## src/rtl/inv_pipe.sv

```systemverilog
// Pipelined polarity/edge stage: per-beat transform (pass, masked invert, edge
// detect, alternating invert) carried through DEPTH valid/ready registered stages.
module inv_pipe #(
   parameter int unsigned WIDTH = 8,
   parameter int unsigned DEPTH = 2
) (
   input  logic             clk,
   input  logic             rst_n,
   input  logic [1:0]       cfg_mode,
   input  logic [WIDTH-1:0] cfg_mask,
   input  logic             in_valid,
   output logic             in_ready,
   input  logic [WIDTH-1:0] in_data,
   output logic             out_valid,
   input  logic             out_ready,
   output logic [WIDTH-1:0] out_data,
   output logic             busy
);

   localparam logic [1:0] MODE_PASS = 2'd0;
   localparam logic [1:0] MODE_INV  = 2'd1;
   localparam logic [1:0] MODE_EDGE = 2'd2;
   localparam logic [1:0] MODE_ALT  = 2'd3;

   logic [DEPTH-1:0] v;
   logic [WIDTH-1:0] sd [DEPTH];
   logic [DEPTH-1:0] can_load;
   logic [WIDTH-1:0] prev;
   logic             phase;
   logic             accept;
   logic [WIDTH-1:0] y_c;

   // A stage can load when the consumer takes a beat or any stage from it to the
   // output is empty; this flattens the ready chain into one term per stage.
   for (genvar i = 0; i < DEPTH; i++) begin : g_can_load
      assign can_load[i] = out_ready | ~(&v[DEPTH-1:i]);
   end

   assign in_ready = can_load[0];
   assign accept   = in_valid & in_ready;

   // Transform of the beat being accepted this cycle
   always_comb begin
      y_c = in_data;
      case (cfg_mode)
         MODE_PASS: y_c = in_data;
         MODE_INV:  y_c = in_data ^ cfg_mask;
         MODE_EDGE: y_c = in_data ^ prev;
         MODE_ALT:  y_c = in_data ^ (cfg_mask & {WIDTH{phase}});
         default:   y_c = in_data;
      endcase
   end

   // Edge history and alternation phase advance on every accept, whatever the mode
   always_ff @(posedge clk or negedge rst_n) begin
      if (!rst_n) begin
         prev  <= '0;
         phase <= 1'b0;
      end else if (accept) begin
         prev  <= in_data;
         phase <= ~phase;
      end
   end

   // Stage registers; data only moves with a valid beat so an empty stage keeps its last word
   always_ff @(posedge clk or negedge rst_n) begin
      if (!rst_n) begin
         v <= '0;
         for (int i = 0; i < DEPTH; i++) begin
            sd[i] <= '0;
         end
      end else begin
         if (can_load[0]) begin
            v[0] <= accept;
            if (accept) begin
               sd[0] <= y_c;
            end
         end
         for (int i = 1; i < DEPTH; i++) begin
            if (can_load[i]) begin
               v[i] <= v[i-1];
               if (v[i-1]) begin
                  sd[i] <= sd[i-1];
               end
            end
         end
      end
   end

   assign out_valid = v[DEPTH-1];
   assign out_data  = sd[DEPTH-1];
   assign busy      = |v;

endmodule

```

## config.mk

```make
export PLATFORM = sky130hd
export DESIGN_NAME = inv_pipe
export DESIGN_NICKNAME = d
export VERILOG_FILES = /design/src/rtl/inv_pipe.sv
export SDC_FILE = /design/constraint.sdc
export NUM_CORES = 1
export LEC_CHECK = 0
export BUFFER_PORTS_ARGS = -buffer_cell sky130_fd_sc_hd__clkbuf_2
export CAP_MARGIN = 20
export CORE_ASPECT_RATIO = 1.5
export CORE_UTILIZATION = 50
export CTS_CLUSTER_SIZE = 8
export DETAILED_ROUTE_END_ITERATION = 12
export PLACE_DENSITY_LB_ADDON = 0.3
export SLEW_MARGIN = 20
export SYNTH_ARGS = -nofsm -noshare
export SYNTH_HDL_FRONTEND = slang
export SYNTH_SLANG_ARGS = --single-unit
```

## constraint.sdc

```tcl
create_clock -name clk -period 1.58 [get_ports clk]
set_input_delay 0.316 -clock clk [delete_from_list [all_inputs] [get_ports clk]]
set_output_delay 0.316 -clock clk [all_outputs]
set_load 0.05 [all_outputs]
```

# == Word-level counts from Yosys, hierarchy flattened ==
# Index checks and enable logic that the tools add are counted.
# totals
inputBits,22
out_inout_bits,11
ff_bits,27
# classes
n_eq_ne,3
bitwise_logic,10
reduce_logical,5
n_mux,1
# ops
op,n
$pmux 8 s4,1
$xor 8x8->8,3
$and 8x8->8,1
$reduce_and 2->1,3
$eq 2x2->1 const B,2
$not 1->1,3
$eq 2x1->1 const B,1
$logic_not 2->1,1
$or 1x1->1,2
$reduce_or 2->1,1
$and 1x1->1,1

# == Logic depth before layout (Yosys ltp) ==
# depth
word_depth,5
mapped_depth,6
mapped_depth_nobuf,4

# == Worst setup path after synthesis ==
# No wires, ideal clock.
# synth_path
path_type,register to register
startpoint,register v[1]
endpoint,register prev[5]
n_path_buf,1
slack_ps,-247
stages_incl_launch_ff,5
required_ps,1455
setup_time_ps,125
period_less_slack_ps,1827
t_arrival_ps,1702
cell_sequence,dfrtp_1 > nand3b_2 > nand2_4 > buf_8 > mux2_4
# synth_via
elab_chain_len,4
# synth_lines
item,line,text
"start, declared",25,logic [DEPTH-1:0] v;
"start signal, assigned by index",81,v[i] <= v[i-1];
$reduce_and 2->1,36,assign can_load[i] = out_ready | ~(&v[DEPTH-1:i]);
$not 1->1,36,
$or 1x1->1,36,
named net in_ready,12,"output logic in_ready,"
$and 1x1->1,40,assign accept = in_valid & in_ready;
"end signal, assigned",60,prev <= in_data;
"end, declared",28,logic [WIDTH-1:0] prev;
# The timed path passes the listed nets, and every way through them passes these cells.
# A chain may end at the register's enable or synchronous reset.

# == Final worst setup path ==
# layout_path
startpoint,register v[1]
endpoint,output busy
# layout_via
elab_chain_len,1
# layout_lines
item,line,text
$reduce_or 2->1,92,assign busy = |v;
"end, declared",17,output logic busy
# No other way between the ends.

==> metrics.txt <==
routed vias/inst=5.41; clk root buf=clkbuf_4; RR Endpoint=prev[3]; status=complete, but fails checks; power per cell area=1350 mW/mm^2; RR Startpoint=v[0]; Least-Margin Pin Slew=between 0.6 and 0.7 ns; chip height=63.9 um; register share of total power=49.3%; switching power total=705 uW; Max-Cap Viols=0; 1st-iter DRT viols=11; hold_buf cts=0; Post-DP Area=0.00136 mm^2; number of global-route vias before repair=832; CP Max Fanout=4; Final setup violation count=0; final hold slack=-0.0127 ns; Comb pwr share=35.3%; first-pass GRT wire length=3460 um; H-tree levels=1; Fillers=228; max-slew violation count=0; crit path from=v[1]; Pleak=0.667 nW; core area=0.00242 mm^2; Synthesized Nets=120; Pint=1.18 mW; Row Count=22; Initial DRT Pass Iterations=4; IR drop worst, VDD=~0.00065 V; Crit Path Class=reg -> out; RePlAce Congestion=0.688; TritonCTS buffer count=3; Tcrit/Tclk final=a little over nine tenths; Reg area=around 680 um^2; Netlist Area Pre-Place=0.00128 mm^2; post-CTS setup buffers=0; syn avg cell area=13.0 um^2; Area Overhead vs Synth=9.49%; fraction of layout instances using a drive strength above 1=a little under half; number of library cell types mapped by synthesis=18; Die Span X=43.3 um; Initial Util=52.8%; CP required=1.26 ns; RSZ-0062 raised after global routing=false; Mapped Cells=98; area occupied by multi-input gates=498 um^2; Yosys top cell area share=between 50% and 60%; Yosys Warn Count=0; switch share=37.3%; Worst R2R Setup Slack=0.28 ns; Final ANT Viol Nets=0; fin nets=144; Critical Path Start Type=flop; DRC viols=0; Rel. slew slack=56.2%; clock latency on the worst-skew pair=0.32 ns; clock-pin slew on the worst setup and hold paths=0.14 ns; cell type with the largest total area after synthesis=dfrtp_1; wire per inst=13.2 um; CTS Sinks=27; Inserted Diodes=0; final hold violations=14; initial antenna violation count=0; Final Skew=0.00937 ns; Longest Clk Path Bufs=2; I/O Buffers=32; violated checks=negative hold slack; CP Data Arrival Time=approximately 1.2 ns; via count=~790; hpwl dp=between 1000 and 1500 um; TritonCTS clock tree=done; IO Pins=33; clock network fraction of total power=15.4%; final WL=1910 um; Seq/Total Area, Yosys=52.8%; gr ovfl total=0; R2R cell count=3; number of synthesized register bits=27; GRT Resource Usage Total=16.4%; Max Fclk=661 MHz; post-route cell area=~0.0014 mm^2; min cycle time layout=around 1.5 ns; largest net degree at the start of global routing=28; largest cells by area after synthesis=dfrtp_1, mux2_2, a32oi_1, xor2_1, buf_4; Fin Setup TNS=0 ns; total die area=roughly 0.0028 mm^2; worst setup path end=busy; worst hold path type=in -> async; Worst Setup End Kind=output port
## power groups by stage
stage          clock [mW]  sequential, mW  combinational, mW
3_5_place_dp            0           0.950              0.672
4_1_cts             0.302           0.935              0.677
2_1_floorplan           0           0.932              0.647
3_3_place_gp            0           0.939              0.657
6_report            0.291           0.930              0.668
5_1_grt             0.326           0.956              0.716
## cell usage after synthesis
cell       n
nand2_4    1
a32oi_1    8
buf_4      9
buf_8      1
nor2b_2    1
o21ai_1    8
xnor2_1    1
mux2_2    13
mux2_4     3
nand2b_1   3
nand2b_4   1
xor2_1     8
dfrtp_1   27
nand2_1    8
or2_2      1
nand3b_2   1
nand2_2    1
buf_6      3
## worst min path at each step
stage                  end  cells past startpoint  startpoint
4_1_cts        out_data[5]                      1       rst_n
2_1_floorplan  out_data[0]                      0       rst_n
3_3_place_gp   out_data[5]                      1       rst_n
5_1_grt        out_data[6]                      1       rst_n
6_report       out_data[6]                      1       rst_n
3_5_place_dp   out_data[5]                      1       rst_n
## registers in the layout, summed over array words and instances, names as in the netlist
| signal | flops |
|---|---|
| out_data | 8 |
| phase | 1 |
| prev | 8 |
| sd | 8 |
| v | 2 |
## through the flow
step	utilization, %	cells	setup WS (ns)	hold WS, ns	power, mW
after global routing	57.8	145	0.0162	0.0309	2.00
after CTS	57.8	145	0.0478	0.0167	1.91
after floorplan	-	98	0.0792	0.0204	1.58
final	57.8	145	0.0663	-0.0127	1.89
after detailed placement	56.3	141	0.233	0.380	1.62
after global placement	56.3	141	0.265	0.365	1.60
## layout by cell type, fill, tap and decap left out
cell	netlist	layout
nand2_4	1	1
or2_4	0	1
o21ai_1	8	8
clkbuf_4	0	3
nand2b_1	3	3
nor2b_2	1	1
clkbuf_1	0	1
nand3b_4	0	1
nand2_1	8	8
clkbuf_2	0	31
xnor2_1	1	1
nand2b_4	1	1
nand2_2	1	1
mux2_4	3	3
dfrtp_2	0	1
xor2_1	8	8
a32oi_1	8	8
dfrtp_1	27	26
mux2_2	13	13
clkbuf_8	0	1
## per-layer routing
layer	up-vias	track usage, %	share of wire [%]
li1	378	-	-
met1	380	18.9	43
met2	22	28.5	51
met3	5	1.98	3.5
met4	0	8.71	2.4
met5	-	0	0
## cells by family (layout without fill, tap and decap cells)
group                  Yosys count  after routing  synth area share (%)
flip-flops                      27             27                  52.8
AND/OR/NAND/NOR                 17             17                  8.32
AO/OA/AOI/OAI                   16             16                  8.61
multiplexers                    16             16                  15.0
buffers and inverters           13             36                  9.10
XOR/XNOR                         9              9                  6.16
## area by class of cell
class / count / share of cell area, %
clock buffers: 4 / 1.88
multi-input cells: 58 / 35.6
flip-flops and latches: 27 / 48.3
well taps: 24 / 2.14
repair buffers: 32 / 12.1
## critical path, stage by stage, from the launching register on
cell and delay (ns):
dfrtp_2 0.46, or2_4 0.25, clkbuf_8 0.17
## repair_timing
action	in CTS	in global routing
endpoints found under the setup margin	1	0
resized for setup	3	0
hold endpoints to repair	0	0
No activity file was read; power rests on OpenSTA's default activity.
